`src/rtl/vbuf_pkg.sv`:
```
// Shared types and constants for the video frame-buffer scheduler.
package vbuf_pkg;

  // Buffer indices are carried on 4-bit ports regardless of BUF_NUM.
  localparam int unsigned BUF_IDX_W = 4;

  // Legal range for the number of buffers in rotation.
  localparam int unsigned BUF_NUM_MIN = 3;
  localparam int unsigned BUF_NUM_MAX = 16;

  typedef enum logic [1:0] {
    StIdle  = 2'd0,
    StRun   = 2'd1,
    StDrain = 2'd2
  } sched_state_e;

endpackage

```
`src/rtl/vbuf_next_sel.sv`:
```
// Combinational search for the next buffer the writer may use: the first index
// after cur (mod BUF_NUM) that is neither being read nor holding an unread frame.
module vbuf_next_sel
  import vbuf_pkg::*;
#(
  parameter int unsigned BUF_NUM = 3
) (
  input  logic [BUF_IDX_W-1:0] cur_i,
  input  logic [BUF_IDX_W-1:0] rbuf_i,
  input  logic [BUF_IDX_W-1:0] latest_i,
  input  logic                 ready_i,
  output logic [BUF_IDX_W-1:0] nxt_o
);

  // One extra bit so cur + offset (at most 2*BUF_NUM-1) never overflows.
  localparam int unsigned SumW = BUF_IDX_W + 1;

  logic            found;
  logic [SumW-1:0] sum;
  logic [BUF_IDX_W-1:0] cand;

  // Scan offsets 1..BUF_NUM; offset BUF_NUM revisits cur itself, which is the
  // only free slot when BUF_NUM=3 and both other buffers are excluded.
  always_comb begin
    nxt_o = cur_i;
    found = 1'b0;
    sum   = '0;
    cand  = '0;
    for (int unsigned k = 1; k <= BUF_NUM; k++) begin
      sum = {1'b0, cur_i} + SumW'(k);
      if (sum >= SumW'(BUF_NUM)) begin
        sum = sum - SumW'(BUF_NUM);
      end
      cand = sum[BUF_IDX_W-1:0];
      if (!found && (cand != rbuf_i) && !(ready_i && (cand == latest_i))) begin
        nxt_o = cand;
        found = 1'b1;
      end
    end
  end

endmodule

```
`src/rtl/vbuf_sched.sv`:
```
// Triple-or-more frame-buffer scheduler: steers FDMA write/read buffer indices
// from write-done / read-done interrupt edges, tracking dropped and repeated frames.
module vbuf_sched
  import vbuf_pkg::*;
#(
  parameter int unsigned BUF_NUM = 3,
  parameter int unsigned CNT_W   = 16
) (
  input  logic                 S_AXI_ACLK,
  input  logic                 S_AXI_ARESET,
  input  logic                 sched_en,
  input  logic                 fdma_wirq,
  input  logic                 fdma_rirq,
  output logic [BUF_IDX_W-1:0] axi_fdma_wbuf,
  output logic [BUF_IDX_W-1:0] axi_fdma_rbuf,
  output logic                 buf_ready,
  output logic [BUF_IDX_W-1:0] latest_buf,
  output logic [CNT_W-1:0]     drop_cnt,
  output logic [CNT_W-1:0]     rpt_cnt,
  output logic [1:0]           sched_state
);

  if ((BUF_NUM < BUF_NUM_MIN) || (BUF_NUM > BUF_NUM_MAX)) begin : g_bad_buf_num
    $error("vbuf_sched: BUF_NUM must be within 3..16");
  end

  localparam logic [BUF_IDX_W-1:0] RbufInit = BUF_IDX_W'(BUF_NUM - 1);

  function automatic logic [CNT_W-1:0] sat_inc(input logic [CNT_W-1:0] v);
    return (&v) ? v : v + 1'b1;
  endfunction

  sched_state_e         state_q, state_d;
  logic                 fdma_wirq_q, fdma_rirq_q;
  logic [BUF_IDX_W-1:0] wbuf_q, wbuf_d;
  logic [BUF_IDX_W-1:0] rbuf_q, rbuf_d;
  logic [BUF_IDX_W-1:0] latest_q, latest_d;
  logic                 ready_q, ready_d;
  logic [CNT_W-1:0]     drop_q, drop_d;
  logic [CNT_W-1:0]     rpt_q, rpt_d;
  logic [BUF_IDX_W-1:0] wbuf_nxt;

  logic we, re, wr_run, rd_act, idle_entry;

  assign we         = fdma_wirq & ~fdma_wirq_q;
  assign re         = fdma_rirq & ~fdma_rirq_q;
  assign wr_run     = we && (state_q == StRun);
  assign rd_act     = re && ((state_q == StRun) || (state_q == StDrain));
  assign idle_entry = (state_q != StIdle) && (state_d == StIdle);

  // State register.
  always_ff @(posedge S_AXI_ACLK) begin
    if (S_AXI_ARESET) begin
      state_q <= StIdle;
    end else begin
      state_q <= state_d;
    end
  end

  // Next-state logic; the unused encoding falls back to idle.
  always_comb begin
    state_d = state_q;
    case (state_q)
      StIdle:  if (sched_en) state_d = StRun;
      StRun:   if (!sched_en) state_d = StDrain;
      StDrain: if (we) state_d = StIdle;
      default: state_d = StIdle;
    endcase
  end

  // FSM output: expose the raw state encoding.
  always_comb begin
    sched_state = state_q;
  end

  // Write commits first, then a read may claim the frame just completed.
  always_comb begin
    rbuf_d   = rbuf_q;
    latest_d = latest_q;
    ready_d  = ready_q;
    drop_d   = drop_q;
    rpt_d    = rpt_q;
    if (wr_run) begin
      latest_d = wbuf_q;
      ready_d  = 1'b1;
      if (ready_q) drop_d = sat_inc(drop_q);
    end
    if (rd_act) begin
      if (ready_d) begin
        rbuf_d  = latest_d;
        ready_d = 1'b0;
      end else begin
        rpt_d = sat_inc(rpt_q);
      end
    end
    if (idle_entry) begin
      rbuf_d   = RbufInit;
      latest_d = '0;
      ready_d  = 1'b0;
    end
  end

  // The search sees the post-event reader and latest frame so it never collides.
  vbuf_next_sel #(
    .BUF_NUM(BUF_NUM)
  ) u_next_sel (
    .cur_i   (wbuf_q),
    .rbuf_i  (rbuf_d),
    .latest_i(latest_d),
    .ready_i (ready_d),
    .nxt_o   (wbuf_nxt)
  );

  // Writer index advances only on a committed write.
  always_comb begin
    wbuf_d = wbuf_q;
    if (wr_run) wbuf_d = wbuf_nxt;
    if (idle_entry) wbuf_d = '0;
  end

  // Edge-detect and datapath registers.
  always_ff @(posedge S_AXI_ACLK) begin
    if (S_AXI_ARESET) begin
      fdma_wirq_q <= 1'b0;
      fdma_rirq_q <= 1'b0;
      wbuf_q      <= '0;
      rbuf_q      <= RbufInit;
      latest_q    <= '0;
      ready_q     <= 1'b0;
      drop_q      <= '0;
      rpt_q       <= '0;
    end else begin
      fdma_wirq_q <= fdma_wirq;
      fdma_rirq_q <= fdma_rirq;
      wbuf_q      <= wbuf_d;
      rbuf_q      <= rbuf_d;
      latest_q    <= latest_d;
      ready_q     <= ready_d;
      drop_q      <= drop_d;
      rpt_q       <= rpt_d;
    end
  end

  // Register outputs.
  always_comb begin
    axi_fdma_wbuf = wbuf_q;
    axi_fdma_rbuf = rbuf_q;
    latest_buf    = latest_q;
    buf_ready     = ready_q;
    drop_cnt      = drop_q;
    rpt_cnt       = rpt_q;
  end

endmodule

```
`config.mk`:
```
export PLATFORM = sky130hd
export DESIGN_NAME = vbuf_sched
export DESIGN_NICKNAME = d
export VERILOG_FILES = /design/src/rtl/vbuf_pkg.sv /design/src/rtl/vbuf_next_sel.sv /design/src/rtl/vbuf_sched.sv
export SDC_FILE = /design/constraint.sdc
export NUM_CORES = 1
export LEC_CHECK = 0
export CAP_MARGIN = 20
export CORE_MARGIN = 4
export CORE_UTILIZATION = 57
export CTS_BUF_LIST = sky130_fd_sc_hd__clkbuf_2 sky130_fd_sc_hd__clkbuf_4 sky130_fd_sc_hd__clkbuf_8
export DETAILED_ROUTE_END_ITERATION = 7
export PLACE_DENSITY = 0.83
export RECOVER_POWER = 50
export REMOVE_ABC_BUFFERS = 1
export SYNTH_ARGS = -nofsm -noshare
export SYNTH_HDL_FRONTEND = slang
export SYNTH_SLANG_ARGS = --single-unit
```
`constraint.sdc`:
```
create_clock -name S_AXI_ACLK -period 4.6 [get_ports S_AXI_ACLK]
set_clock_uncertainty 0.05 [all_clocks]
set_input_delay 1.15 -clock S_AXI_ACLK [delete_from_list [all_inputs] [get_ports S_AXI_ACLK]]
set_output_delay 1.15 -clock S_AXI_ACLK [all_outputs]
set_load 0.05 [all_outputs]
```
# Word level (Yosys, flattened, before mapping)
# Index checks and enable logic that the tools add are counted.
dict set report classes {
  addsub 8
  magnitude_cmp 3
  eq_ne 8
  muxes 20
  n_bitwise 7
  reduce_logical 27
}
# cell count
set ops {}
lappend ops {{4-bit 2-to-1 mux} 11}
lappend ops {{16-bit by 1-bit adder with 16-bit output, second input constant} 2}
lappend ops {{16-bit AND reduction} 2}
lappend ops {{5-bit by 2-bit greater-or-equal comparator with 1-bit output, second input constant} 3}
lappend ops {{4-bit equality test} 3}
lappend ops {{4-bit inequality test} 3}
lappend ops {{4-bit by 2-bit subtractor with 4-bit output, second input constant} 3}
lappend ops {{1-bit logical AND} 11}
lappend ops {{4-bit by 2-bit adder with 5-bit output, second input constant} 2}
lappend ops {{2-bit 2-to-1 mux} 3}
lappend ops {{2-bit case mux with 3 select lines} 1}
lappend ops {{3-bit AND reduction} 2}
lappend ops {{4-bit by 1-bit adder with 5-bit output, second input constant} 1}
lappend ops {{1-bit zero test} 5}
lappend ops {{1-bit 2-to-1 mux} 5}
lappend ops {{1-bit NOT} 5}
lappend ops {{2-bit zero test} 2}
lappend ops {{3-bit nonzero test} 1}
lappend ops {{1-bit AND} 2}
lappend ops {{2-bit by 1-bit equality test with 1-bit output, second input constant} 1}
lappend ops {{2-bit equality test, second input constant} 1}
lappend ops {{2-bit AND reduction} 1}
lappend ops {{2-bit nonzero test} 1}
lappend ops {{2-bit OR reduction} 1}
lappend ops {{1-bit logical OR} 1}
dict set report word_totals {
  reg_bits 49
  inputBits 5
  output_inout_bits 47
  wordCells 82
}

# Depth between registers and ports, before layout
dict set report depth {
  ltp_word 21
  depth_mapped 13
}

# Hierarchy
# From an unflattened synthesis, not the netlist that was laid out.
dict set report unflattened {
  cells_unflattened 499
  hier_area_um2 4067.7
}
# mod n_inst cells_per_inst area_each_um2 seq_area_each_um2
set modules_own_cells {}
lappend modules_own_cells {vbuf_sched 1 286 2463.6 980.9}
lappend modules_own_cells {vbuf_next_sel 1 213 1604.0 0.0}

# Worst setup path after synthesis
# Ideal clock, no wire load.
dict set report synth_timing {
  kind {register to register}
  startpoint {reg wbuf_q[2] (netlist: axi_fdma_wbuf[2])}
  endpoint {reg wbuf_q[1] (netlist: axi_fdma_wbuf[1])}
  setup_time_ns 0.119
  t_arrival_ns 3.800
  path_slack_ns 0.632
  path_stages_with_launch 13
  n_path_buf 1
  period_less_slack_ns 3.968
  cell_sequence {dfxtp_1 buf_2 inv_1 ha_1 a21oi_1 mux2_2 o22ai_1 xnor2_1 nor4_1 o32a_1 or3_1 mux2_2 o221a_2}
}
dict set report synth_between {
  elab_chain_cells 17
}
# item line
set synth_lines {}
lappend synth_lines {{from (decl)} vbuf_sched.sv:35} ;# logic [BUF_IDX_W-1:0] wbuf_q, wbuf_d;
lappend synth_lines {{from (signal assigned)} vbuf_sched.sv:135} ;# wbuf_q <= wbuf_d;
lappend synth_lines {{4-bit by 1-bit adder with 5-bit output} vbuf_next_sel.sv:30} ;# sum = {1'b0, cur_i} + SumW'(k);
lappend synth_lines {{4-bit by 2-bit subtractor with 4-bit output / 5-bit by 2-bit greater-or-equal comparator with 1-bit output (equally long branches)} {vbuf_next_sel.sv:32, vbuf_next_sel.sv:31}}
lappend synth_lines {{4-bit 2-to-1 mux} vbuf_next_sel.sv:31} ;# if (sum >= SumW'(BUF_NUM)) begin
lappend synth_lines {{4-bit equality test} vbuf_next_sel.sv:35} ;# if (!found && (cand != rbuf_i) && !(ready_i && (cand == latest_i))) begin
lappend synth_lines {{1-bit logical AND} vbuf_next_sel.sv:35}
lappend synth_lines {{1-bit zero test} vbuf_next_sel.sv:35}
lappend synth_lines {{1-bit logical AND} vbuf_next_sel.sv:35}
lappend synth_lines {{1-bit 2-to-1 mux} vbuf_next_sel.sv:35}
lappend synth_lines {{1-bit zero test} vbuf_next_sel.sv:35}
lappend synth_lines {{1-bit logical AND (2 in series)} vbuf_next_sel.sv:35}
lappend synth_lines {{1-bit 2-to-1 mux} vbuf_next_sel.sv:35}
lappend synth_lines {{1-bit zero test} vbuf_next_sel.sv:35}
lappend synth_lines {{1-bit logical AND (2 in series)} vbuf_next_sel.sv:35}
lappend synth_lines {{3-bit nonzero test (no source line)} --}
lappend synth_lines {{2-bit AND reduction (no source line)} --}
# Parallel ways exist; a longest one is shown, timed or not. The select of a mux whose other input is x is not followed.
# A chain may end at the register's enable or synchronous reset.

# Final worst setup path
dict set report layout_timing {
  startpoint {in fdma_wirq}
  endpoint {reg wbuf_q[1] (netlist: axi_fdma_wbuf[1])}
}
dict set report layout_between {
  elab_chain_cells 20
}
# item line
set layout_lines {}
lappend layout_lines {{from (decl)} vbuf_sched.sv:12} ;# input logic fdma_wirq,
lappend layout_lines {{1-bit AND (*)} vbuf_sched.sv:45} ;# assign we = fdma_wirq & ~fdma_wirq_q;
lappend layout_lines {{2-bit 2-to-1 mux} vbuf_sched.sv:66} ;# StDrain: if (we) state_d = StIdle;
lappend layout_lines {{2-bit case mux with 3 select lines} vbuf_sched.sv:63} ;# case (state_q)
lappend layout_lines {{2-bit zero test} vbuf_sched.sv:49} ;# assign idle_entry = (state_q != StIdle) && (state_d == StIdle);
lappend layout_lines {{1-bit logical AND} vbuf_sched.sv:49}
lappend layout_lines {{4-bit 2-to-1 mux} vbuf_sched.sv:96} ;# if (idle_entry) begin
lappend layout_lines {{4-bit equality test} vbuf_next_sel.sv:35}
lappend layout_lines {{1-bit logical AND} vbuf_next_sel.sv:35}
lappend layout_lines {{(+2 left out)} --}
lappend layout_lines {{1-bit 2-to-1 mux} vbuf_next_sel.sv:35}
lappend layout_lines {{1-bit zero test} vbuf_next_sel.sv:35}
lappend layout_lines {{1-bit logical AND (2 in series)} vbuf_next_sel.sv:35}
lappend layout_lines {{1-bit 2-to-1 mux} vbuf_next_sel.sv:35}
lappend layout_lines {{1-bit zero test} vbuf_next_sel.sv:35}
lappend layout_lines {{1-bit logical AND (2 in series)} vbuf_next_sel.sv:35}
lappend layout_lines {{3-bit nonzero test (no source line)} --}
lappend layout_lines {{2-bit AND reduction (no source line)} --}
# Mark *: on every way between the ends. The rest lies on a longest branch, timed or not.

==> results.sh <==
export IMPL_grt_pass1_wl_microns=16600
export IMPL_r2r_cells=11
export IMPL_avgRoutedWirePerCell_microns=17.3
export IMPL_worstPathArrival_ps=4200
export IMPL_fin_crit_sh_pct=88.1
export IMPL_hpwl_microns=7480
export IMPL_min_to="drop_cnt[12]"
export IMPL_design_area_sq_mm=0.00429
export IMPL_nNetsFinal=517
export IMPL_holdCritPathClass="flip-flop to flip-flop"
export IMPL_finalPower_mw=1.10
export IMPL_ioPinCount=52
export IMPL_powerDensity_mw_per_mm2=257
export IMPL_io_buffers=51
export IMPL_synthArstFlopShare_pct=0
export IMPL_post_synth_top_area_fraction_pct=27.4
export IMPL_rsz0062_at_grt="false"
export IMPL_synth_cell_types=76
export IMPL_yosys_area_top_type="dfxtp_1"
export IMPL_yosys_top_cells_area="dfxtp_1 27%, xor2_1 6.6%, nor2_1 5.2%"
export IMPL_dpl_cell_area_sq_mm=0.00421
export IMPL_numCtsBuffers=5
export IMPL_htree_levels=2
export IMPL_yosys_warnings=0
export IMPL_synthTopCellsByCount="50 x nor2_1, 49 x dfxtp_1, 39 x nand2_1, 27 x xor2_1"
export IMPL_outcome="complete, but fails checks"
export IMPL_clock_sinks=49
export IMPL_place_ws_ps=283
export IMPL_r2r_start="axi_fdma_wbuf[1]"
export IMPL_slew_headroom_pct=-13.2
export IMPL_ys_seq_area_share_pct=27.4
export IMPL_gp_congestion=1.06
export IMPL_ir_drop_mv=0.166
export IMPL_cts_root_buf="clkbuf_8"
export IMPL_cts_reportedPaths_clkPinSlew_ps=90
export IMPL_endpoint_kind="flip-flop"
export IMPL_synth_edff_count=0
export IMPL_ant_nets=0
export IMPL_die_area_sq_mm=0.00761
export IMPL_syn_inst=444
export IMPL_min_period_ps=4050
export IMPL_cts_tree="done"
export IMPL_setup_tns_ps=0
export IMPL_antenna_found_initial=0
export IMPL_worstHoldStart="drop_cnt[12]"
export IMPL_timing_fmax_ghz=0.247
export IMPL_worst_pin_slew_ps=1700
export IMPL_finalWorstSetupSlack_ps=546
export IMPL_violations="capacitance limit, slew limit"
export IMPL_yosys_register_bits=49
export IMPL_clock_path_buffers=2
export IMPL_critPathRequiredTime_ps=4750
export IMPL_die_w_microns=87.2
export IMPL_rows=28
export IMPL_yosysMostFrequentCell="nor2_1"
export IMPL_timing_rr_end="axi_fdma_wbuf[1]"
export IMPL_areaGrowthSynthToFinish_pct=20.0
export IMPL_final_util_pct=71.7
export IMPL_drt_pass1_iter_count=5
export IMPL_n_fill_cell=484
export IMPL_grt_overflow=0
export IMPL_critPathLaunchType="primary input"
export IMPL_vias=3623
export IMPL_grt_pass1_vias=3555
export IMPL_path_class="primary input to flip-flop"
export IMPL_drc=0
export IMPL_post_cts_resized=0
export IMPL_drive_above_1_share_pct=7.62
export IMPL_initial_utilization_pct=59.8
export IMPL_n_antenna_cell=0
export IMPL_hold_viol=0
export IMPL_clk_latency_ps=300
export IMPL_fp_coreArea_sq_mm=0.00599
export IMPL_mappedNetlistArea_sq_mm=0.00358
export IMPL_grt_usage_pct=27.3
export IMPL_maxCapViolCount=1
export IMPL_maxSlewViolCount=39
export IMPL_path_max_fanout=10
export IMPL_grt_start_max_net_pins=39
export IMPL_syn_area_per_cell_sq_um=8.06
export IMPL_die_y_microns=87.2
export IMPL_leakagePower_nw=1.71
export IMPL_cts_hold_buffers=0
export IMPL_setup_violations=0
export IMPL_synth_ff_type="dfxtp_1"
export IMPL_avgViaCountPerCell=6.31
export IMPL_drt_iter0_drc=339
export IMPL_totalWireLength_microns=9930
export IMPL_worstHoldPathCells=2
export IMPL_r2r_slack_ps=790
export IMPL_cts_setup_buffers=0
[routing by layer]
layer / track usage, % / routed length, microns / vias to the layer above
met2: 44.2 / 4540 / 187
li1: - / - / 1744
met3: 6.53 / 873 / 39
met4: 12.8 / 403 / 0
met5: 0 / 0 / -
met1: 34.0 / 4120 / 1653
[power breakdown]
group          internal, mW  switching [mW]
sequential            0.430          0.0115
clock                 0.125           0.135
combinational         0.153           0.248
[worst max path at each step]
stage / startpoint / endpoint / depth (start not counted)
floorplan: axi_fdma_wbuf[2] / axi_fdma_wbuf[1] / 11
global placement: fdma_wirq / axi_fdma_wbuf[1] / 10
detailed placement: fdma_wirq / axi_fdma_wbuf[1] / 10
CTS: fdma_wirq / axi_fdma_wbuf[1] / 10
global route: fdma_wirq / axi_fdma_wbuf[1] / 10
finish: fdma_wirq / axi_fdma_wbuf[1] / 10
[through the flow]
stage	cells	hold WS (ps)
after global routing	574	485
after CTS	574	454
after detailed placement	567	440
after global placement	567	432
final	574	446
after floorplan	429	556
[final cells by class]
| cell class | count | area (sq um) | share of cell area, % |
|---|---|---|---|
| multi-input combinational | 368 | 2490 | 57.9 |
| sequential | 49 | 981 | 22.8 |
| timing repair buffer | 63 | 597 | 13.9 |
| tap | 75 | 93.8 | 2.19 |
| clock buffer | 7 | 90.1 | 2.10 |
| inverter | 12 | 45.0 | 1.05 |
[flip-flops by register name, summed over array words and instances, names as in the netlist]
signal	flops
axi_fdma_rbuf	4
axi_fdma_wbuf	4
buf_ready	1
drop_cnt	16
fdma_rirq_q	1
fdma_wirq_q	1
latest_buf	4
rpt_cnt	16
sched_state	2
[logic make-up (layout without fill, tap and decap cells)]
group / Yosys count / count (layout) / share of synthesized area, %
simple gates: 192 / 192 / 28.3
mux: 7 / 7 / 2.10
buf+inv: 27 / 82 / 3.11
fa+ha+maj: 13 / 13 / 4.54
flops: 49 / 49 / 27.4
compound gates: 107 / 107 / 22.1
xor+xnor: 49 / 49 / 12.4
[worst max-delay path, cell delays in order]
cell and delay (ps):
clkdlybuf4s50_1 590, nand3b_2 250, a31oi_1 280, a2bb2oi_1 410
o21ai_0 140, and3_1 210, o32a_1 330, or3_1 320
mux2_2 270, o221a_2 250
[cells in the final DEF (no fill, tap or decap), types with 9 or more instances in the layout]
cell             netlist  layout
nor2_1                50      50
dfxtp_1               49      49
nand2_1               39      39
dlygate4sd3_1          0      35
xor2_1                27      27
xnor2_1               21      21
o21ai_0               21      21
a21oi_1               20      20
nand3_1               16      16
clkdlybuf4s50_1        0      16
ha_1                  13      13
inv_1                 11      11
buf_4                  0      11
nand2b_1              10      10
nor3_1                10      10
and3_1                 9       9
and2_1                 9       9
(Power assumes the default switching activity.)
